===== config.mk =====
export PLATFORM = sky130hd
export DESIGN_NAME = slc3_control
export DESIGN_NICKNAME = d
export VERILOG_FILES = /design/src/rtl/slc3_control.sv
export SDC_FILE = /design/constraint.sdc
export NUM_CORES = 1
export LEC_CHECK = 0
export ABC_AREA = 0
export CORE_ASPECT_RATIO = 1.5
export CORE_UTILIZATION = 45
export CTS_CLUSTER_DIAMETER = 120
export DETAILED_ROUTE_END_ITERATION = 6
export PLACE_DENSITY = 0.76
export SYNTH_ARGS = -nofsm -noshare
export SYNTH_HDL_FRONTEND = slang
export SYNTH_SLANG_ARGS = --single-unit

===== constraint.sdc =====
create_clock -name clk -period 1.6 [get_ports clk]
set_input_delay 0.16 -clock clk [delete_from_list [all_inputs] [get_ports clk]]
set_output_delay 0.16 -clock clk [all_outputs]
set_load 0.02 [all_outputs]

===== src/rtl/slc3_control.sv =====
// SLC-3 control unit: Moore FSM sequencing fetch, decode and execute.
// Every control output is decoded from the current state alone.
module slc3_control (
  input  logic       clk,
  input  logic       reset,
  input  logic       run,
  input  logic       cont,
  input  logic [3:0] opcode,
  input  logic       ir11,
  input  logic       branch_enable,
  input  logic       mem_resp,
  output logic       mem_read,
  output logic       mem_write,
  output logic       LD_PC,
  output logic       LD_MAR,
  output logic       LD_MDR,
  output logic       LD_IR,
  output logic       load_regfile,
  output logic       load_cc,
  output logic       GatePC,
  output logic       GateMDR,
  output logic       GateALU,
  output logic       GateMARMUX,
  output logic [1:0] PCMUX,
  output logic [1:0] ADDR2MUX,
  output logic [1:0] aluop,
  output logic       ADDR1MUX,
  output logic       MARMUX,
  output logic       DRMUX,
  output logic       alumux_sel,
  output logic       r7_sel,
  output logic       halted,
  output logic       paused
);

  typedef enum logic [4:0] {
    S_HALTED, S_F1, S_F2, S_F3, S_DECODE,
    S_ADD, S_AND, S_NOT, S_BR, S_BR_TAKE,
    S_JMP, S_JSR_LINK, S_JSR_JUMP,
    S_LDR1, S_LDR2, S_LDR3,
    S_STR1, S_STR2, S_STR3, S_PAUSE
  } state_t;

  state_t state, state_nx;
  logic   cont_q;
  logic   jsr_imm_q;

  // IR[11] is captured so JSR_JUMP outputs stay a pure state function
  always_ff @(posedge clk or posedge reset) begin
    if (reset) begin
      state     <= S_HALTED;
      cont_q    <= 1'b0;
      jsr_imm_q <= 1'b0;
    end else begin
      state  <= state_nx;
      cont_q <= cont;
      if (state == S_JSR_LINK)
        jsr_imm_q <= ir11;
    end
  end

  always_comb begin
    state_nx = state;
    unique case (state)
      S_HALTED:   if (run) state_nx = S_F1;
      S_F1:       state_nx = S_F2;
      S_F2:       if (mem_resp) state_nx = S_F3;
      S_F3:       state_nx = S_DECODE;
      S_DECODE: begin
        case (opcode)
          4'b0001: state_nx = S_ADD;
          4'b0101: state_nx = S_AND;
          4'b1001: state_nx = S_NOT;
          4'b0000: state_nx = S_BR;
          4'b1100: state_nx = S_JMP;
          4'b0100: state_nx = S_JSR_LINK;
          4'b0110: state_nx = S_LDR1;
          4'b0111: state_nx = S_STR1;
          4'b1101: state_nx = S_PAUSE;
          default: state_nx = S_F1;
        endcase
      end
      S_ADD, S_AND, S_NOT: state_nx = S_F1;
      S_BR:
        state_nx = branch_enable ? S_BR_TAKE : S_F1;
      S_BR_TAKE, S_JMP: state_nx = S_F1;
      S_JSR_LINK: state_nx = S_JSR_JUMP;
      S_JSR_JUMP: state_nx = S_F1;
      S_LDR1:     state_nx = S_LDR2;
      S_LDR2:     if (mem_resp) state_nx = S_LDR3;
      S_LDR3:     state_nx = S_F1;
      S_STR1:     state_nx = S_STR2;
      S_STR2:     state_nx = S_STR3;
      S_STR3:     if (mem_resp) state_nx = S_F1;
      S_PAUSE:
        if (cont && !cont_q) state_nx = S_F1;
      default:    state_nx = S_HALTED;
    endcase
  end

  always_comb begin
    mem_read     = 1'b0;
    mem_write    = 1'b0;
    LD_PC        = 1'b0;
    LD_MAR       = 1'b0;
    LD_MDR       = 1'b0;
    LD_IR        = 1'b0;
    load_regfile = 1'b0;
    load_cc      = 1'b0;
    GatePC       = 1'b0;
    GateMDR      = 1'b0;
    GateALU      = 1'b0;
    GateMARMUX   = 1'b0;
    PCMUX        = 2'b00;
    ADDR2MUX     = 2'b00;
    aluop        = 2'b00;
    ADDR1MUX     = 1'b0;
    MARMUX       = 1'b0;
    DRMUX        = 1'b0;
    alumux_sel   = 1'b0;
    r7_sel       = 1'b0;
    halted       = 1'b0;
    paused       = 1'b0;
    unique case (state)
      S_HALTED: halted = 1'b1;
      S_F1: begin
        GatePC = 1'b1;
        LD_MAR = 1'b1;
        LD_PC  = 1'b1;
      end
      S_F2, S_LDR2: begin
        mem_read = 1'b1;
        LD_MDR   = 1'b1;
      end
      S_F3: begin
        GateMDR = 1'b1;
        LD_IR   = 1'b1;
      end
      S_ADD, S_AND, S_NOT: begin
        aluop = (state == S_ADD) ? 2'b00 :
                (state == S_AND) ? 2'b01 : 2'b10;
        GateALU      = 1'b1;
        load_regfile = 1'b1;
        load_cc      = 1'b1;
      end
      S_BR_TAKE: begin
        ADDR2MUX = 2'b01;
        PCMUX    = 2'b10;
        LD_PC    = 1'b1;
      end
      S_JMP: begin
        aluop   = 2'b11;
        GateALU = 1'b1;
        PCMUX   = 2'b01;
        LD_PC   = 1'b1;
      end
      S_JSR_LINK: begin
        GatePC       = 1'b1;
        r7_sel       = 1'b1;
        load_regfile = 1'b1;
      end
      S_JSR_JUMP: begin
        LD_PC = 1'b1;
        if (jsr_imm_q) begin
          PCMUX = 2'b10;
        end else begin
          aluop   = 2'b11;
          GateALU = 1'b1;
          PCMUX   = 2'b01;
        end
      end
      S_LDR1, S_STR1: begin
        ADDR1MUX   = 1'b1;
        ADDR2MUX   = 2'b10;
        GateMARMUX = 1'b1;
        LD_MAR     = 1'b1;
      end
      S_LDR3: begin
        GateMDR      = 1'b1;
        load_regfile = 1'b1;
        load_cc      = 1'b1;
      end
      S_STR2: begin
        aluop   = 2'b11;
        GateALU = 1'b1;
        DRMUX   = 1'b1;
        LD_MDR  = 1'b1;
      end
      S_STR3:  mem_write = 1'b1;
      S_PAUSE: paused = 1'b1;
      default: ;
    endcase
  end

endmodule


# --- After elaboration in Yosys (flattened, before gate mapping) ---
# Memory sizes are Yosys's and may differ from the RTL's.
# Index checks and enable logic that the tools add are counted.
word_totals:
  regBits: 7
  mem_bits_ro: 80
  in_bits: 11
  wordCells: 76
  n_memories: 1
op_classes:
  n_eq_ne: 24
  n_mux: 31
  n_reduce_logical: 17
memory_table:
  columns: ["name", "depth", "word_bits", "read_ports", "rd_ports_with_merged_regs", "write_ports", "line_no", "source"]
  rows:
  - ["(name not given)", 16, 5, 1, 0, 0, "70", "case (opcode)"]
op_table:
  columns: ["cell", "n"]
  rows:
  - ["5-bit case mux with 14 select lines", 1]
  - ["5-bit by 4-bit == test with 1-bit output, second input constant", 8]
  - ["5-bit 2-to-1 mux", 5]
  - ["5-bit by 3-bit == test with 1-bit output, second input constant", 4]
  - ["5-bit == test, second input constant", 4]
  - ["1-bit 2-to-1 mux", 16]
  - ["2-bit case mux with 3 select lines", 2]
  - ["5-bit by 2-bit == test with 1-bit output, second input constant", 2]
  - ["2-bit inequality test, second input constant", 5]
  - ["2-bit OR reduction", 5]
  - ["5-bit OR reduction", 2]
  - ["3-bit OR reduction", 3]
  - ["2-bit 2-to-1 mux", 4]
  - ["4-bit OR reduction", 2]
  - ["7-bit OR reduction", 1]
  - ["5-bit by 1-bit == test with 1-bit output, second input constant", 1]
  - ["5-bit zero test", 1]
  - ["5-bit AND reduction", 1]
  - ["4-bit 2-to-1 mux", 1]
  - ["2-bit case mux with 2 select lines", 1]
  - ["1-bit case mux with 2 select lines", 1]
  - ["1-bit logical AND", 1]
  - ["1-bit zero test", 1]

# --- Longest topological paths before layout ---
logic_depth:
  depth_word: 4
  depth_mapped: 6
  depth_no_buf: 6

# --- Least setup slack after synthesis ---
# OpenSTA, ideal clock, no wires.
synth_path:
  path_kind: "flip-flop to output port"
  startpoint: "register state[2]"
  endpoint: "output GateMARMUX"
  arrival_ns: 1.546
  required_time_ns: 1.440
  path_slack_ns: -0.106
  stages_incl_launch_ff: 7
  cell_sequence: "dfrtp_1 -> buf_4 -> nor2_2 -> nand2_1 -> o21a_1 -> nor2_1 -> buf_4"
synth_via:
  elab_chain_len: 3
synth_lines:
  columns: ["element", "line_no", "source"]
  rows:
  - ["from (decl)", "44", "state_t state, state_nx;"]
  - ["from (signal assigned)", "55", "state <= state_nx;"]
  - ["5-bit by 4-bit == test with 1-bit output / 5-bit == test (equally long branches)", null, null]
  - ["2-bit OR reduction *", null, null]
  - ["1-bit 2-to-1 mux *", null, null]
  - ["to (decl)", "23", "output logic GateMARMUX,"]
# Mark *: on every way between the ends. The rest lies on a longest branch, timed or not.

# --- Worst setup path after layout ---
layout_path:
  startpoint: "register state[3]"
  endpoint: "output GateALU"
layout_via:
  elab_chain_len: 3
layout_lines:
  columns: ["element", "line_no", "source"]
  rows:
  - ["5-bit by 3-bit == test with 1-bit output, or another cell as far along", "124", "unique case (state)"]
  - ["5-bit OR reduction (no line)", null, null]
  - ["1-bit case mux with 2 select lines *", "124", null]
  - ["to (decl)", "22", "output logic GateALU,"]
# Marked as above.

==> tab_implementation.tex <==
\begin{tabular}{lr}
\hline
Metric & Value \\
\hline
\multicolumn{2}{l}{\textbf{Status}} \\
\quad Outcome & finished, violations left \\
\quad Violations in the final reports & setup timing \\
\multicolumn{2}{l}{\textbf{Power}} \\
\quad Share of total power in combinational logic & 85.3\% \\
\quad Ratio of total power to cell area & 1730 nW/um\^{}2 \\
\quad Reg power frac & 9.6\% \\
\quad Cell leakage power & 0.917 nW \\
\quad IR Drop Worst-Case VDD & between 1 and 1.5 mV \\
\quad Clock group share of total power & 5.1\% \\
\quad Sw power & 1.74 mW \\
\quad Cell Int Power & 1.79 mW \\
\quad Switching portion of total power & 49.2\% \\
\multicolumn{2}{l}{\textbf{Clock tree}} \\
\quad TritonCTS buffer count & 3 \\
\quad Number of hold buffers added after CTS & 0 \\
\quad Clock tree from TritonCTS & built \\
\quad Skew-Pair Late Insertion Delay & 0.27 ns \\
\quad Largest buffer count on any clock path & 2 \\
\quad Total clock sinks & 7 \\
\quad Clock transition at the register clock pins on the worst setup and hold paths after CTS & around 0.060 ns \\
\quad H-tree Lvls & 1 \\
\quad Root buffer cell & sky130\_fd\_sc\_hd\_\_clkbuf\_4 \\
\multicolumn{2}{l}{\textbf{Detailed routing}} \\
\quad First-pass detailed-route iteration total & 5 \\
\quad Number of DRC markers after the initial detailed-route iteration & around 150 \\
\quad DR vias/cell & 6.85 \\
\quad Routed wirelength normalized by instance count & 24.2 um \\
\quad Antenna Nets Post-Route & 0 \\
\quad Total length of routed wires & 5.79 mm \\
\quad DRC errors left & 0 \\
\quad Vias after detailed routing & 1637 \\
\multicolumn{2}{l}{\textbf{Logic synthesis}} \\
\quad Library cell occupying the most area in the post-synthesis netlist & sky130\_fd\_sc\_hd\_\_dfrtp\_1 \\
\quad Async set-reset flop share out of synthesis & 100\% \\
\quad Number of different library cells in the post-synthesis netlist & 48 \\
\quad Most used flip-flop cell after synthesis & sky130\_fd\_sc\_hd\_\_dfrtp\_1 \\
\quad Most repeated cell in the gate-level netlist after synthesis & sky130\_fd\_sc\_hd\_\_nor2\_1 \\
\quad Synth top cells by count & sky130\_fd\_sc\_hd\_\_nor2\_1 (12), sky130\_fd\_sc\_hd\_\_a21oi\_1 (10), sky130\_fd\_sc\_hd\_\_nand2\_1 (10), sky130\_fd\_sc\_hd\_\_buf\_4 (9) \\
\quad Number of flip-flops and latches in the synthesized netlist & 7 \\
\quad Count of warnings emitted by yosys & 0 \\
\quad Instance count of the mapped netlist & 136 \\
\quad Post-Syn Area per Cell & 7.64 sq um \\
\quad Area fraction of the dominant cell type after synthesis & 16.9\% \\
\quad Synth area leaders & sky130\_fd\_sc\_hd\_\_dfrtp\_1 (17\%), sky130\_fd\_sc\_hd\_\_buf\_4 (6.5\%), sky130\_fd\_sc\_hd\_\_a21oi\_1 (4.8\%) \\
\quad EDFF count, synth & 0 \\
\quad Netlist area before placement & 1040 sq um \\
\quad Sequential-to-total area share from yosys stat & 16.9\% \\
\multicolumn{2}{l}{\textbf{Finish}} \\
\quad Fill cell total of the finished layout & 35 \\
\quad Relative area change from synthesis to final layout & 96.6\% \\
\quad Final Cell Area & 2040 sq um \\
\quad Non-Filler Instances & 239 \\
\quad FF/Latch Area & 180 sq um \\
\quad Inserted Diodes & 0 \\
\quad Area of the multi-input gates & around 960 sq um \\
\quad Proportion of layout cells with a drive suffix above 1 & 64.1\% \\
\quad Number of nets in the finished design & roughly 230 \\
\multicolumn{2}{l}{\textbf{Timing}} \\
\quad Highest clock frequency the design can meet & 543 MHz \\
\quad Clock tree skew after final layout & between 0.003 and 0.004 ns \\
\quad Count of endpoints failing setup in the final report & 25 \\
\quad Post-route fraction of the period consumed by the critical path & 115\% \\
\quad Max-slew violation total from the final report & 0 \\
\quad Endpoints failing hold & 0 \\
\quad Unrepaired setup endpoints after global routing & true \\
\quad Post-route worst setup slack & -0.242 ns \\
\quad Final critical delay including setup and external delays & approximately 1.8 ns \\
\multicolumn{2}{l}{\textbf{Floorplanning}} \\
\quad Site row count & 20 \\
\quad Initial Utilization & 49.4\% \\
\quad Height of the chip & 60.8 um \\
\quad Width of the die & 41.2 um \\
\quad Die outline area & about 2500 sq um \\
\quad Core box area & between 2000 and 2500 sq um \\
\quad I/O pin total & 36 \\
\multicolumn{2}{l}{\textbf{Global routing}} \\
\quad GR Util All Layers & 35.2\% \\
\quad Met1 Track Usage GR & 38.6\% \\
\quad Top Usage Layer GRT & met2 \\
\quad Initial antenna violation count & 0 \\
\quad Residual overflow from global routing & 0 \\
\quad Met2 capacity usage during global routing & 61.6\% \\
\quad Maximum number of pins on one net before global-route repair & 20 \\
\quad Via count of the first global-routing pass & 1333 \\
\quad Global-route wire length before repair & about 5.9 mm \\
\quad Met3 usage & approximately 2.2\% \\
\multicolumn{2}{l}{\textbf{Setup path}} \\
\quad Top cell family by delay on the critical path & flip-flops \\
\quad Number of cells on the worst reg-to-reg path & 7 \\
\quad Critical path launch point & state[3]\$\_DFFE\_PP0P\_ \\
\quad Crit-path max FO & 7 \\
\quad Slack of the worst reg-to-reg path & -0.17 ns \\
\quad Critical path data required time & 1.44 ns \\
\quad Cells along the critical path & buf\_4 > nand2b\_4 > nor3b\_2 > a21oi\_1 > o22ai\_2 > buf\_6 \\
\quad Endpoint type of the worst setup path & output pin \\
\quad Number of logic stages on the critical path including buffering & 6 \\
\quad Capturing instance or port of the critical path & GateALU \\
\quad RR Endpoint & state[3]\$\_DFFE\_PP0P\_ \\
\quad Critical R2R Launch & state[1]\$\_DFFE\_PP0P\_ \\
\quad Worst path slowest cell & sky130\_fd\_sc\_hd\_\_dfrtp\_2 \\
\quad Critical path arrival & 1.68 ns \\
\quad Buffers plus inverters on the worst setup path & 2 \\
\quad Kind of critical path & flip-flop to output pin \\
\quad Startpoint class of the critical path & flip-flop \\
\quad CP max stage delay & around 0.48 ns \\
\multicolumn{2}{l}{\textbf{Placed design}} \\
\quad Cell total after placement & 217 \\
\quad Placed Area & about 1600 sq um \\
\quad Number of input and output port buffers inserted & 33 \\
\quad Weighted congestion at the end of routability-driven global placement & 0.886 \\
\quad Detail Placement HPWL & 2.56 mm \\
\multicolumn{2}{l}{\textbf{Hold path}} \\
\quad Hold Path Class & primary input to async pin \\
\multicolumn{2}{l}{\textbf{Job}} \\
\quad Max-cap check violation count & 0 \\
\hline
\end{tabular}
power by group through the flow:
stage / Sequential, mW / Combinational (mW) / Clock, mW
final: 0.338 / 3.01 / 0.182
after global routing: 0.337 / 3.11 / 0.186
after CTS: 0.311 / 2.40 / 0.181
after detailed placement: 0.316 / 2.06 / 0
after global placement: 0.315 / 2.02 / 0
after floorplan: 0.258 / 1.23 / 0
state kept, by name, indices dropped and copies added, names as in the netlist:
signal	count
jsr_imm_q	1
cont_q	1
state	5
metal layers:
metal	wire [um]	vias up
met2	2830	180
met4	555	0
met3	610	70
met5	0	-
met1	1790	755
li1	-	632
how the worst min path moves through the flow:
stage          cells past startpoint  slack, ns                    end
2_1_floorplan                      1      -0.04       cont_q$_DFF_PP0_
3_3_place_gp                       2       0.41       cont_q$_DFF_PP0_
3_5_place_dp                       2       0.42       cont_q$_DFF_PP0_
4_1_cts                            2       0.12  jsr_imm_q$_DFFE_PP0P_
5_1_grt                            2       0.18   state[1]$_DFFE_PP0P_
6_report                           2       0.14       cont_q$_DFF_PP0_
per-stage QoR:
| step | hold slack (ns) | util, % | setup slack, ns | power [mW] | TNS [ns] |
|---|---|---|---|---|---|
| 2_1_floorplan | -0.0366 | - | 0.0118 | 1.49 | 0 |
| 3_3_place_gp | 0.414 | 76.7 | -0.345 | 2.33 | -6.21 |
| 3_5_place_dp | 0.415 | 76.7 | -0.393 | 2.38 | -6.72 |
| 4_1_cts | 0.124 | 87.0 | -0.128 | 2.90 | -1.23 |
| 5_1_grt | 0.182 | 97.1 | -0.287 | 3.64 | -3.95 |
| 6_report | 0.141 | 97.1 | -0.242 | 3.53 | -3.12 |
cells in the final DEF (no fill, tap or decap), drive strengths merged, types with 6 or more instances in the layout:
master          n
nor2           14
a21oi          10
nor3            9
nand2          11
buf            81
nand2b          7
dfrtp           7
clkdlybuf4s50  10
inv             7
nor2b           6
o21ai           6
area by class of cell:
| class | instances | share of cell area [%] |
|---|---|---|
| multi-input cells | 108 | 46.9 |
| clock buffers | 3 | 1.10 |
| clock inverters | 1 | 0.245 |
| flip-flops and latches | 7 | 8.82 |
| inverters | 7 | 1.29 |
| well taps | 22 | 1.35 |
| repair buffers | 91 | 40.3 |
cell families after synthesis:
| kind of cell | share of synthesized area, % |
|---|---|
| AND/OR/NAND/NOR | 34.3 |
| buffers and inverters | 13.7 |
| flip-flops | 16.9 |
| multiplexers | 4.46 |
| other | 0.361 |
| adder cells (fa/ha/maj) | 3.61 |
| AO/OA/AOI/OAI | 24.1 |
| XOR/XNOR | 2.53 |
timing repair:
item | CTS | global route
pin swaps | 5 | 10
gates resized for setup | 158 | 40
hold endpoints to repair | 0 | 0
endpoints found under the setup margin | 24 | 24
setup buffers | 12 | 6
Power figures use the tool's default switching activity.
